File: src/rtl/control_unit_pkg.sv
// ----------------------------------------------------------------------------
// control_unit_pkg
// Shared definitions for the REDUX-V main instruction decoder.
//   - OP / ULA_OP  : opcode and ALU-operation widths
//   - SIG_W        : width of the control vector
//   - OP_*         : the 16 opcode encodings
//   - SIG_*        : bit index of each control line inside the control vector
//   - ULA_*        : the 8 ALU operation codes
//   - sigBit()     : helper building a one-hot control vector from a bit index
// ----------------------------------------------------------------------------
package control_unit_pkg;

    localparam int OP     = 4;
    localparam int ULA_OP = 3;
    localparam int SIG_W  = 10;

    localparam logic [OP-1:0] OP_BRZR = 4'd0;
    localparam logic [OP-1:0] OP_JI   = 4'd1;
    localparam logic [OP-1:0] OP_LD   = 4'd2;
    localparam logic [OP-1:0] OP_ST   = 4'd3;
    localparam logic [OP-1:0] OP_ADDI = 4'd4;
    localparam logic [OP-1:0] OP_PUSH = 4'd5;
    localparam logic [OP-1:0] OP_POP  = 4'd6;
    localparam logic [OP-1:0] OP_MOV  = 4'd7;
    localparam logic [OP-1:0] OP_NOT  = 4'd8;
    localparam logic [OP-1:0] OP_AND  = 4'd9;
    localparam logic [OP-1:0] OP_OR   = 4'd10;
    localparam logic [OP-1:0] OP_XOR  = 4'd11;
    localparam logic [OP-1:0] OP_ADD  = 4'd12;
    localparam logic [OP-1:0] OP_SUB  = 4'd13;
    localparam logic [OP-1:0] OP_SLR  = 4'd14;
    localparam logic [OP-1:0] OP_SRR  = 4'd15;

    localparam int SIG_J   = 0;
    localparam int SIG_BR  = 1;
    localparam int SIG_RA  = 2;
    localparam int SIG_RE  = 3;
    localparam int SIG_WE  = 4;
    localparam int SIG_DM  = 5;
    localparam int SIG_SE  = 6;
    localparam int SIG_SP  = 7;
    localparam int SIG_SPR = 8;
    localparam int SIG_RD  = 9;

    localparam logic [ULA_OP-1:0] ULA_NOT = 3'd0;
    localparam logic [ULA_OP-1:0] ULA_AND = 3'd1;
    localparam logic [ULA_OP-1:0] ULA_OR  = 3'd2;
    localparam logic [ULA_OP-1:0] ULA_XOR = 3'd3;
    localparam logic [ULA_OP-1:0] ULA_ADD = 3'd4;
    localparam logic [ULA_OP-1:0] ULA_SUB = 3'd5;
    localparam logic [ULA_OP-1:0] ULA_SLR = 3'd6;
    localparam logic [ULA_OP-1:0] ULA_SRR = 3'd7;

    // One-hot control vector with only bit idx set; lets the decode table
    // be written as an OR of named control lines.
    function automatic logic [SIG_W-1:0] sigBit(input int idx);
        logic [SIG_W-1:0] v;
        v = '0;
        v[idx] = 1'b1;
        return v;
    endfunction

endpackage

File: src/rtl/control_unit_decode.sv
// ----------------------------------------------------------------------------
// control_unit_decode
// Pure combinational opcode -> control vector / ALU operation table.
// Ports:
//   op      in   OP      instruction opcode
//   signals out  SIG_W   control vector (one bit per datapath function)
//   ula_op  out  ULA_OP  ALU operation code (always op[ULA_OP-1:0])
// ----------------------------------------------------------------------------
module control_unit_decode
    import control_unit_pkg::*;
#(
    parameter int OP     = control_unit_pkg::OP,
    parameter int ULA_OP = control_unit_pkg::ULA_OP
) (
    input  logic [OP-1:0]                      op,
    output logic [control_unit_pkg::SIG_W-1:0] signals,
    output logic [ULA_OP-1:0]                  ula_op
);

    // The ALU opcodes 8..15 are laid out so their low bits are the ALU code,
    // and ADDI (4) lands on ADD, so no separate ALU table is needed.
    assign ula_op = op[ULA_OP-1:0];

    // Decode table; every control line not named for an opcode stays low.
    always_comb begin
        signals = '0;
        case (op)
            OP_BRZR: signals = sigBit(SIG_BR) | sigBit(SIG_RA);
            OP_JI:   signals = sigBit(SIG_J);
            OP_LD:   signals = sigBit(SIG_RA) | sigBit(SIG_RE) | sigBit(SIG_DM);
            OP_ST:   signals = sigBit(SIG_WE);
            OP_ADDI: signals = sigBit(SIG_SE) | sigBit(SIG_RE);
            OP_PUSH: signals = sigBit(SIG_RA) | sigBit(SIG_RE) | sigBit(SIG_WE)
                             | sigBit(SIG_DM) | sigBit(SIG_SP) | sigBit(SIG_SPR);
            OP_POP:  signals = sigBit(SIG_RA) | sigBit(SIG_RE) | sigBit(SIG_DM)
                             | sigBit(SIG_SP);
            OP_MOV:  signals = sigBit(SIG_RA) | sigBit(SIG_RE) | sigBit(SIG_RD);
            OP_NOT, OP_AND, OP_OR, OP_XOR,
            OP_ADD, OP_SUB, OP_SLR, OP_SRR:
                     signals = sigBit(SIG_RA) | sigBit(SIG_RE);
            default: signals = '0;
        endcase
    end

endmodule

File: src/rtl/control_unit.sv
// ----------------------------------------------------------------------------
// control_unit
// Main instruction decoder of the REDUX-V core. Combinational decode for the
// single-cycle datapath plus a reset-cleared registered copy for a downstream
// pipeline/debug stage.
// Ports:
//   clk       in   1       system clock, rising edge
//   rst       in   1       asynchronous active-high reset (clears registers)
//   flush     in   1       (CONTROL_UNIT_FLUSH_EN only) load a NOP bubble
//   op        in   OP      instruction opcode
//   signals   out  10      combinational control vector
//   ula_op    out  ULA_OP  combinational ALU operation
//   signals_q out  10      signals registered on clk
//   ula_op_q  out  ULA_OP  ula_op registered on clk
// Build option: define CONTROL_UNIT_FLUSH_EN to add the flush input.
// ----------------------------------------------------------------------------
module control_unit
    import control_unit_pkg::*;
#(
    parameter int OP     = control_unit_pkg::OP,
    parameter int ULA_OP = control_unit_pkg::ULA_OP
) (
    input  logic                               clk,
    input  logic                               rst,
`ifdef CONTROL_UNIT_FLUSH_EN
    input  logic                               flush,
`endif
    input  logic [OP-1:0]                      op,
    output logic [control_unit_pkg::SIG_W-1:0] signals,
    output logic [ULA_OP-1:0]                  ula_op,
    output logic [control_unit_pkg::SIG_W-1:0] signals_q,
    output logic [ULA_OP-1:0]                  ula_op_q
);

    logic [SIG_W-1:0]  signals_d;
    logic [ULA_OP-1:0] ula_op_d;

    control_unit_decode #(
        .OP     (OP),
        .ULA_OP (ULA_OP)
    ) u_decode (
        .op      (op),
        .signals (signals),
        .ula_op  (ula_op)
    );

    // Next value of the output register: the live decode, or an all-zero
    // bubble when the downstream stage asks for a flush.
`ifdef CONTROL_UNIT_FLUSH_EN
    always_comb begin
        signals_d = signals;
        ula_op_d  = ula_op;
        if (flush) begin
            signals_d = '0;
            ula_op_d  = '0;
        end
    end
`else
    always_comb begin
        signals_d = signals;
        ula_op_d  = ula_op;
    end
`endif

    // Output register; reset clears it at once and overrides any flush.
    always_ff @(posedge clk or posedge rst) begin
        if (rst) begin
            signals_q <= '0;
            ula_op_q  <= '0;
        end else begin
            signals_q <= signals_d;
            ula_op_q  <= ula_op_d;
        end
    end

endmodule

File: config.mk
export PLATFORM = sky130hd
export DESIGN_NAME = control_unit
export DESIGN_NICKNAME = d
export VERILOG_FILES = /design/src/rtl/control_unit_pkg.sv /design/src/rtl/control_unit_decode.sv /design/src/rtl/control_unit.sv
export SDC_FILE = /design/constraint.sdc
export NUM_CORES = 1
export LEC_CHECK = 0
export BUFFER_PORTS_ARGS = -buffer_cell sky130_fd_sc_hd__buf_2
export CAP_MARGIN = 10
export CORE_AREA = 5 5 42 44
export CTS_CLUSTER_DIAMETER = 200
export DETAILED_ROUTE_END_ITERATION = 10
export DIE_AREA = 0 0 47 49
export PLACE_DENSITY = 0.77
export SYNTH_ARGS = -nofsm -noshare
export SYNTH_HDL_FRONTEND = slang
export SYNTH_SLANG_ARGS = --single-unit
File: constraint.sdc
create_clock -name clk -period 2.3 [get_ports clk]
set_input_delay 0.46 -clock clk [delete_from_list [all_inputs] [get_ports clk]]
set_output_delay 0.46 -clock clk [all_outputs]
set_load 0.01 [all_outputs]
# Word level (Yosys, flattened, before mapping)
# Memories as Yosys holds them, arrays and structs flattened.
# Index checks and enable logic that the tools add are counted.
# totals
n_memories	1
rom_bits	160
ff_bits	13
output_inout_bits	26
input_bits	6
# memory_table
memory	words	word_bits	rd	rd_clocked_by_memory_dff	write_ports	line	rtl
(no name shown)	16	10	1	0	0	control_unit_decode.sv:27	case (op)

# Depth between registers and ports, before layout
# Gate-level depths: netlist of the first run.
# An unclocked memory read counts as a cell.
# logic_depth
depth_word	1
depth_mapped	4
ltp_nobuf	4

# Cells and area by module
# Synthesis of the first run repeated with hierarchy kept, for this count alone.
# unflattened
hier_cells	40
hier_area_um2	525.5
# by_module_without_submodules
mod	n_inst	area_each_um2	cells_each
control_unit	1	329.1	14
control_unit_decode	1	196.4	26

# Least setup slack after synthesis of the first run
# OpenSTA, ideal clock, no wires.
# synth_path
path_type	input -> output
from	input port op[0]
to	output port signals[1] (netlist name)
path_slack_ps	748
path_buffers	0
stages	3
t_arrival_ps	1092
t_required_ps	1840
cell_sequence	inv_1 ha_1 nor3b_1
# synth_via
elab_chain_cells	1
# synth_rtl
element	line	rtl
from (decl)	control_unit.sv:28	input logic [OP-1:0] op,
memory read (16 x 10 bit)	--	
to (decl)	control_unit.sv:29	output logic [control_unit_pkg::SIG_W-1:0] signals,
# No other way between the ends.

# Final worst setup path of the first run
# layout_path
from	input port op[0]
to	output port signals[2] (netlist name)
# The elaborated chain is that of the path after synthesis.

==> results of run 1 <==
==> path summary, 6_finish.rpt <==
kind                       start           end
setup / recovery           op[0]    signals[2]
hold / removal               rst  signals_q[1]
max in group asynchronous    rst  signals_q[6]
min in group clk           op[0]   ula_op_q[0]
==> placed cells by master, fill, tap and decap left out <==
cell type / synthesis / layout
buf_2: 0 / 31
dfrtp_1: 13 / 13
ha_1: 5 / 5
inv_1: 3 / 3
and2_1: 3 / 3
clkbuf_4: 0 / 3
nor2_1: 2 / 2
a21oi_1: 2 / 2
nor3b_1: 2 / 2
mux2i_1: 1 / 1
or3_1: 1 / 1
nor2b_2: 1 / 1
nor4_1: 1 / 1
nand2_1: 1 / 1
nand2b_1: 1 / 1
clkbuf_1: 0 / 1
==> metrics by stage <==
stage	setup slack, ns	power [mW]	cells
global route	0.295	0.461	87
CTS	0.390	0.440	87
floorplan	0.748	0.282	40
detailed placement	0.422	0.307	83
finish	0.406	0.433	87
global placement	0.458	0.307	83
==> Yosys cell counts <==
master,instances,share of area (%)
dfrtp_1,13,62
ha_1,5,12
and2_1,3,3.6
buf_4,3,4.3
inv_1,3,2.1
a21oi_1,2,1.9
nor2_1,2,1.4
nor3b_1,2,2.9
buf_6,1,2.1
mux2i_1,1,1.9
nand2_1,1,0.71
nand2b_1,1,1.2
nor2b_2,1,1.7
nor4_1,1,1.2
or3_1,1,1.2
==> cells by family after synthesis <==
group	share of synthesized area, %
flip-flops	61.9
AND/OR/NAND/NOR	13.8
multiplexers	1.90
AO/OA/AOI/OAI	1.90
adder cells (fa/ha/maj)	11.9
buffers and inverters	8.57
==> sequential cells by signal, indices dropped and copies added (netlist names) <==
signal and count:
signals_q 10, ula_op_q 3
==> layout make-up <==
class	instances	area (sq um)	area share, %
repair buffers	31	155	22.4
multi-input cells	20	155	22.4
flip-flops and latches	13	325	46.9
clock buffers	4	26.3	3.79
inverters	3	11.3	1.62
well taps	16	20.0	2.89
==> report_power, final <==
| group | switching [mW] | internal (mW) |
|---|---|---|
| clock network | 0.0643 | 0.0671 |
| registers | 0.00202 | 0.238 |
| logic | 0.0375 | 0.0243 |
| total | 0.104 | 0.329 |
==> critical path, stage by stage <==
cell	delay [ns]
buf_2	0.12
inv_1	0.08
ha_1	0.23
nor4_1	0.29
a21oi_1	0.10
buf_2	0.15
==> per-layer routing <==
layer / global-route usage [%] / up-vias / wire (microns)
met5: 0 / - / 0
met4: 5.53 / 0 / 9
met3: 3.69 / 2 / 110
met2: 14.9 / 19 / 486
met1: 10.9 / 177 / 349
li1: - / 187 / -
==> impl_results.md, run 1 <==
- WHS: 0.186 ns
- FF+latch count, synth: 13
- Longest Clk Path Bufs: 2
- Num CTS Buffers: 3
- CP Data Arrival Time: 1.43 ns
- Initial antenna violation count: 0
- CTS tree: done
- Die area: 0.00230 sq mm
- Share of layout cells above drive strength 1: 49.3%
- Port Buffers: 31
- Max-Cap Viols: 0
- Cell count after synthesis: 40
- Distinct cells, synth: 15
- CP startpoint kind: primary input
- Die width: 47 microns
- DRC viols: 0
- Status: complete, no violations
- Crit path kind: in2out
- Hold buffer count at CTS: 0
- Largest net degree at the start of global routing: 14
- Synth Area per Inst: 13.1 sq um
- Post-CTS Setup Inserts: 0
- Req. time, crit path: 1.84 ns
- RSZ-0062 raised after global routing: false
- Final setup violation count: 0
- First-pass GRT wire length: 1620 microns
- Area after DPL: 667 sq um
- Routed Antenna Nets: 0
- Hold Violations, Final: 0
- Die Height: 49 microns
- Num rows: 14
- Setup TNS: 0 ns
- Diodes inserted: 0
- Post-CTS resize count: 0
- Clk sinks: 13
- IO Pins: 32
- GP Congestion: 0.709
- Clock Root Buffer: clkbuf_4
- Worst hold path type: in2async
- Final nets: 83
- Number of fillers in the final layout: 151
- Pre-antenna DRT Iters: 2
- Post-Syn Area: 526 sq um
- Sequential area share after synthesis: 61.9%
- Detail Placement HPWL: 796 microns
- Vias: 385
- Vias/cell: 4.43
- Crit-path max FO: 5
- Worst VDD drop: 363 uV
- Area grow syn2layout: 31.9%
- Power Dens Cells: 625 mW/mm^2
- Final Max Slew Viols: 0
- Total track usage: 9.66%
- Initial core utilization: 37.5%
- Period utilization: 82.3%
- Routed WL: 956 microns
- Measured slew at the worst slew-check pin: 0.453 ns
- Core area: 0.00140 sq mm
- Total grt overflow: 0
- Vias in the first global route: 382
- Core Util, Final: 49.5%
- Rel. slew slack: 69.7%
- H-Tree Depth: 1
- Synth warn: 0
- Post-Layout Inst Area: 693 sq um
- Syn nets: 51
- Maximum achievable frequency: 0.528 GHz
- First DRT Iteration DRCs: 8
- Worst-path clk slew: 0.07 ns
- Leakage: 0.406 nW
- Final worst path period need: 1.89 ns
- Critical Path Sink Type: output pin
- Per-cell routed wire length: 11.0 microns
Note: power is estimated with default switching activity, not from simulation.
==> inputs of run 2 (changes only) <==
--- a/config.mk
+++ b/config.mk
@@ -5,13 +5,14 @@
 export SDC_FILE = /design/constraint.sdc
 export NUM_CORES = 1
 export LEC_CHECK = 0
+export ABC_AREA = 1
 export BUFFER_PORTS_ARGS = -buffer_cell sky130_fd_sc_hd__buf_2
 export CAP_MARGIN = 10
-export CORE_AREA = 5 5 42 44
+export CORE_MARGIN = 5
+export CORE_UTILIZATION = 36
 export CTS_CLUSTER_DIAMETER = 200
 export DETAILED_ROUTE_END_ITERATION = 10
-export DIE_AREA = 0 0 47 49
-export PLACE_DENSITY = 0.77
+export PLACE_DENSITY = 0.75
 export SYNTH_ARGS = -nofsm -noshare
 export SYNTH_HDL_FRONTEND = slang
 export SYNTH_SLANG_ARGS = --single-unit
==> constraint.sdc (replaced) <==
create_clock -name clk -period 1.7 [get_ports clk]
set_input_delay 0.34 -clock clk [delete_from_list [all_inputs] [get_ports clk]]
set_output_delay 0.34 -clock clk [all_outputs]
set_load 0.01 [all_outputs]
==> impl_results.md, run 2 <==
- Distinct cells, synth: 13 (was 15)
- Req. time, crit path: 1.36 ns (was 1.84 ns)
- Synth Area in XOR/XNOR: 0% (unchanged)
- Max-Cap Viols: 0 (unchanged)
- Most numerous cell in the Yosys netlist: dfrtp_1 (unchanged)
- Largest cells by area after synthesis: dfrtp_1, ha_1, nand2_1 (was dfrtp_1, ha_1, buf_4)
- Leakage: 0.440 nW (was 0.406 nW)
- Setup TNS: 0 ns (unchanged)
- Biggest regs: signals_q x10, ula_op_q x3 (unchanged)
- Vias: 396 (was 385)
- CP Data Arrival Time: 1.18 ns (was 1.43 ns)
- Cell count after synthesis: 47 (was 40)
- Initial core utilization: 38.9% (was 37.5%)
- Sequential area share after synthesis: 62.7% (was 61.9%)
- DRC viols: 0 (unchanged)
- Pre-antenna DRT Iters: 2 (unchanged)
- First-pass GRT wire length: 1510 microns (was 1620 microns)
- Top FF cell, synth: dfrtp_1 (unchanged)
- GR Util met1: 11.9% (was 10.9%)
- Synth area leader: dfrtp_1 (unchanged)
- CTS tree: done (unchanged)
- Mux cell area share after synthesis: 0% (was 1.90%)
- Simple-Gate Fraction of Synth Area: 13.3% (was 13.8%)
- Synth warn: 0 (unchanged)
- Clk sinks: 13 (unchanged)
- Async S/R FF share, synth: 100% (unchanged)
- First DRT Iteration DRCs: 4 (was 8)
- Commonest non-fill, non-tap cell in the layout: buf_2 (unchanged)
- Num rows: 13 (was 14)
- Total grt overflow: 0 (unchanged)
- GR Util met2: 14.5% (was 14.9%)
- H-Tree Depth: 1 (unchanged)
- Max reg flops: 10 (unchanged)
- Detail Placement HPWL: 848 microns (was 796 microns)
- Final nets: 91 (was 83)
- Worst-path clk slew: 0.08 ns (was 0.07 ns)
- Final worst path period need: 1.52 ns
- Crit-path max FO: 5 (unchanged)
- Die Height: 48.0 microns (was 49 microns)
- Synth Area per Inst: 11.0 sq um (was 13.1 sq um)
- Area grow syn2layout: 34.2% (was 31.9%)
- Clock Root Buffer: clkbuf_4 (unchanged)
- Per-cell routed wire length: 10.8 microns (was 11.0 microns)
- Met3 Use GR: 1.13% (was 3.69%)
- Finished Layout Cells: 94 (was 87)
- Share of layout cells above drive strength 1: 46.8% (was 49.3%)
- Post-CTS resize count: 0 (unchanged)
- Vias in the first global route: 361 (was 382)
- Synth Area in Compound Gates: 1.93% (was 1.90%)
- Total power: 593 uW (was 433 uW)
- Syn nets: 58 (was 51)
- Final Max Slew Viols: 0 (unchanged)
- Final setup violation count: 0 (unchanged)
- Worst VDD drop: 294 uV (was 363 uV)
- Power Dens Cells: 851 mW/mm^2 (was 625 mW/mm^2)
- Num CTS Buffers: 3 (unchanged)
- FF+latch count, synth: 13 (unchanged)
- Die area: 0.00230 sq mm (about the same)
- Core area: 0.00133 sq mm (was 0.00140 sq mm)
- Reg with most FFs: signals_q (unchanged)
- RSZ-0062 raised after global routing: false (unchanged)
- Vias/cell: 4.21 (was 4.43)
- Measured slew at the worst slew-check pin: 0.469 ns (was 0.453 ns)
- Largest net degree at the start of global routing: 14 (unchanged)
- Hold buffer count at CTS: 0 (unchanged)
- Post-CTS Setup Inserts: 0 (unchanged)
- Status: complete, no violations (unchanged)
- Port Buffers: 31 (unchanged)
- Area of the multi-input gates: 141 sq um (was 155 sq um)
- Longest Clk Path Bufs: 2 (unchanged)
- Number of fillers in the final layout: 136 (was 151)
- Critical Path Sink Type: output pin (unchanged)
- Main combinational cell family by area after synthesis: simple AND/OR/NAND/NOR gates (unchanged)
- Total track usage: 9.56% (was 9.66%)
- WHS: 0.0714 ns (was 0.186 ns)
- Crit path kind: in2out (unchanged)
- IO Pins: 32 (unchanged)
- Hold Violations, Final: 0 (unchanged)
- CP startpoint kind: primary input (unchanged)
- Routed WL: 1010 microns (was 956 microns)
- Worst hold path type: in2async (unchanged)
- List of most frequent post-synthesis cells: dfrtp_1, nand2_1, inv_1 (was dfrtp_1, ha_1, and2_1, buf_4, inv_1)
- Most frequent cells in the layout: buf_2, dfrtp_1, nand2_1 (was buf_2, dfrtp_1, ha_1)
- Share of the synthesized area in the top cell type: 62.7% (was 61.9%)
- FF+latch area: 325 sq um (unchanged)
- Initial antenna violation count: 0 (unchanged)
- GP Congestion: 0.709 (about the same)
- EDFF count, synth: 0 (unchanged)
- Diodes inserted: 0 (unchanged)
- Maximum achievable frequency: 0.656 GHz
- Routed Antenna Nets: 0 (unchanged)
- Die width: 48.0 microns (was 47 microns)
- Adder-cell share of the synthesized area: 12.0% (was 11.9%)
- Post-Syn Area: 519 sq um (was 526 sq um)
- Period utilization: 89.6%
- GR peak layer: met2 (unchanged)
- Placed Cells: 90 (was 83)
- Core Util, Final: 52.3% (was 49.5%)
- Rel. slew slack: 68.7% (was 69.7%)
run 2: changes by cell type in the layout (fill, tap and decap cells not counted), moves of 2 or more:
cell,previous run,this run
nor3b_1,2,0
nor2_1,2,4
inv_2,0,2
inv_1,3,6
and2_1,3,0
nand3_1,0,2
nand2_1,1,7
run 2: how the worst max path moves through the flow:
stage / cells after the start / from / slack [ns] / to
3_3_place_gp: 6 / op[0] / 0.20 / signals[6]
3_5_place_dp: 6 / op[0] / 0.16 / signals[6]
5_1_grt: 6 / op[0] / 0.08 / signals[6]
6_report: 6 / op[0] / 0.18 / signals[6]
4_1_cts: 6 / op[0] / 0.16 / signals[6]
2_1_floorplan: 4 / op[0] / 0.39 / signals[6]
run 2: report_power, final:
part           internal (mW)  total [mW]  switching [mW]
Sequential             0.322       0.324         0.00237
Clock                 0.0907       0.183          0.0927
Combinational         0.0315      0.0854          0.0539
Total                  0.444       0.593           0.149
run 2: logic make-up (layout without fill, tap and decap cells):
family,Yosys count,after routing
AND/OR/NAND/NOR,16,16
flip-flops,13,13
buffers and inverters,11,43
adder cells (fa/ha/maj),5,5
AO/OA/AOI/OAI,2,2
run 2: area by class of cell:
type                       count  area share [%]
clock buffer                   4            3.77
inverter                       8            4.31
multi-input combinational     23            20.3
sequential                    13            46.7
tap                           15            2.69
timing repair buffer          31            22.3
run 2: stage by stage:
stage | cell area, sq um | setup WS (ns)
6_report | 697 | 0.177
5_1_grt | 697 | 0.0779
4_1_cts | 697 | 0.157
3_5_place_dp | 671 | 0.158
3_3_place_gp | 671 | 0.200
2_1_floorplan | 519 | 0.394
run 2: per-layer routing:
| layer | vias up | share of wire [%] | routed length (microns) |
|---|---|---|---|
| li1 | 201 | - | - |
| met1 | 175 | 40 | 406 |
| met2 | 18 | 49 | 492 |
| met3 | 2 | 9.7 | 98 |
| met4 | 0 | 1.4 | 14 |
| met5 | - | 0 | 0 |
run 2: worst max-delay path, stage by stage:
cell and delay, ns:
buf_2 0.13, inv_1 0.09, ha_1 0.18, inv_1 0.07
nor3_1 0.21, buf_2 0.17
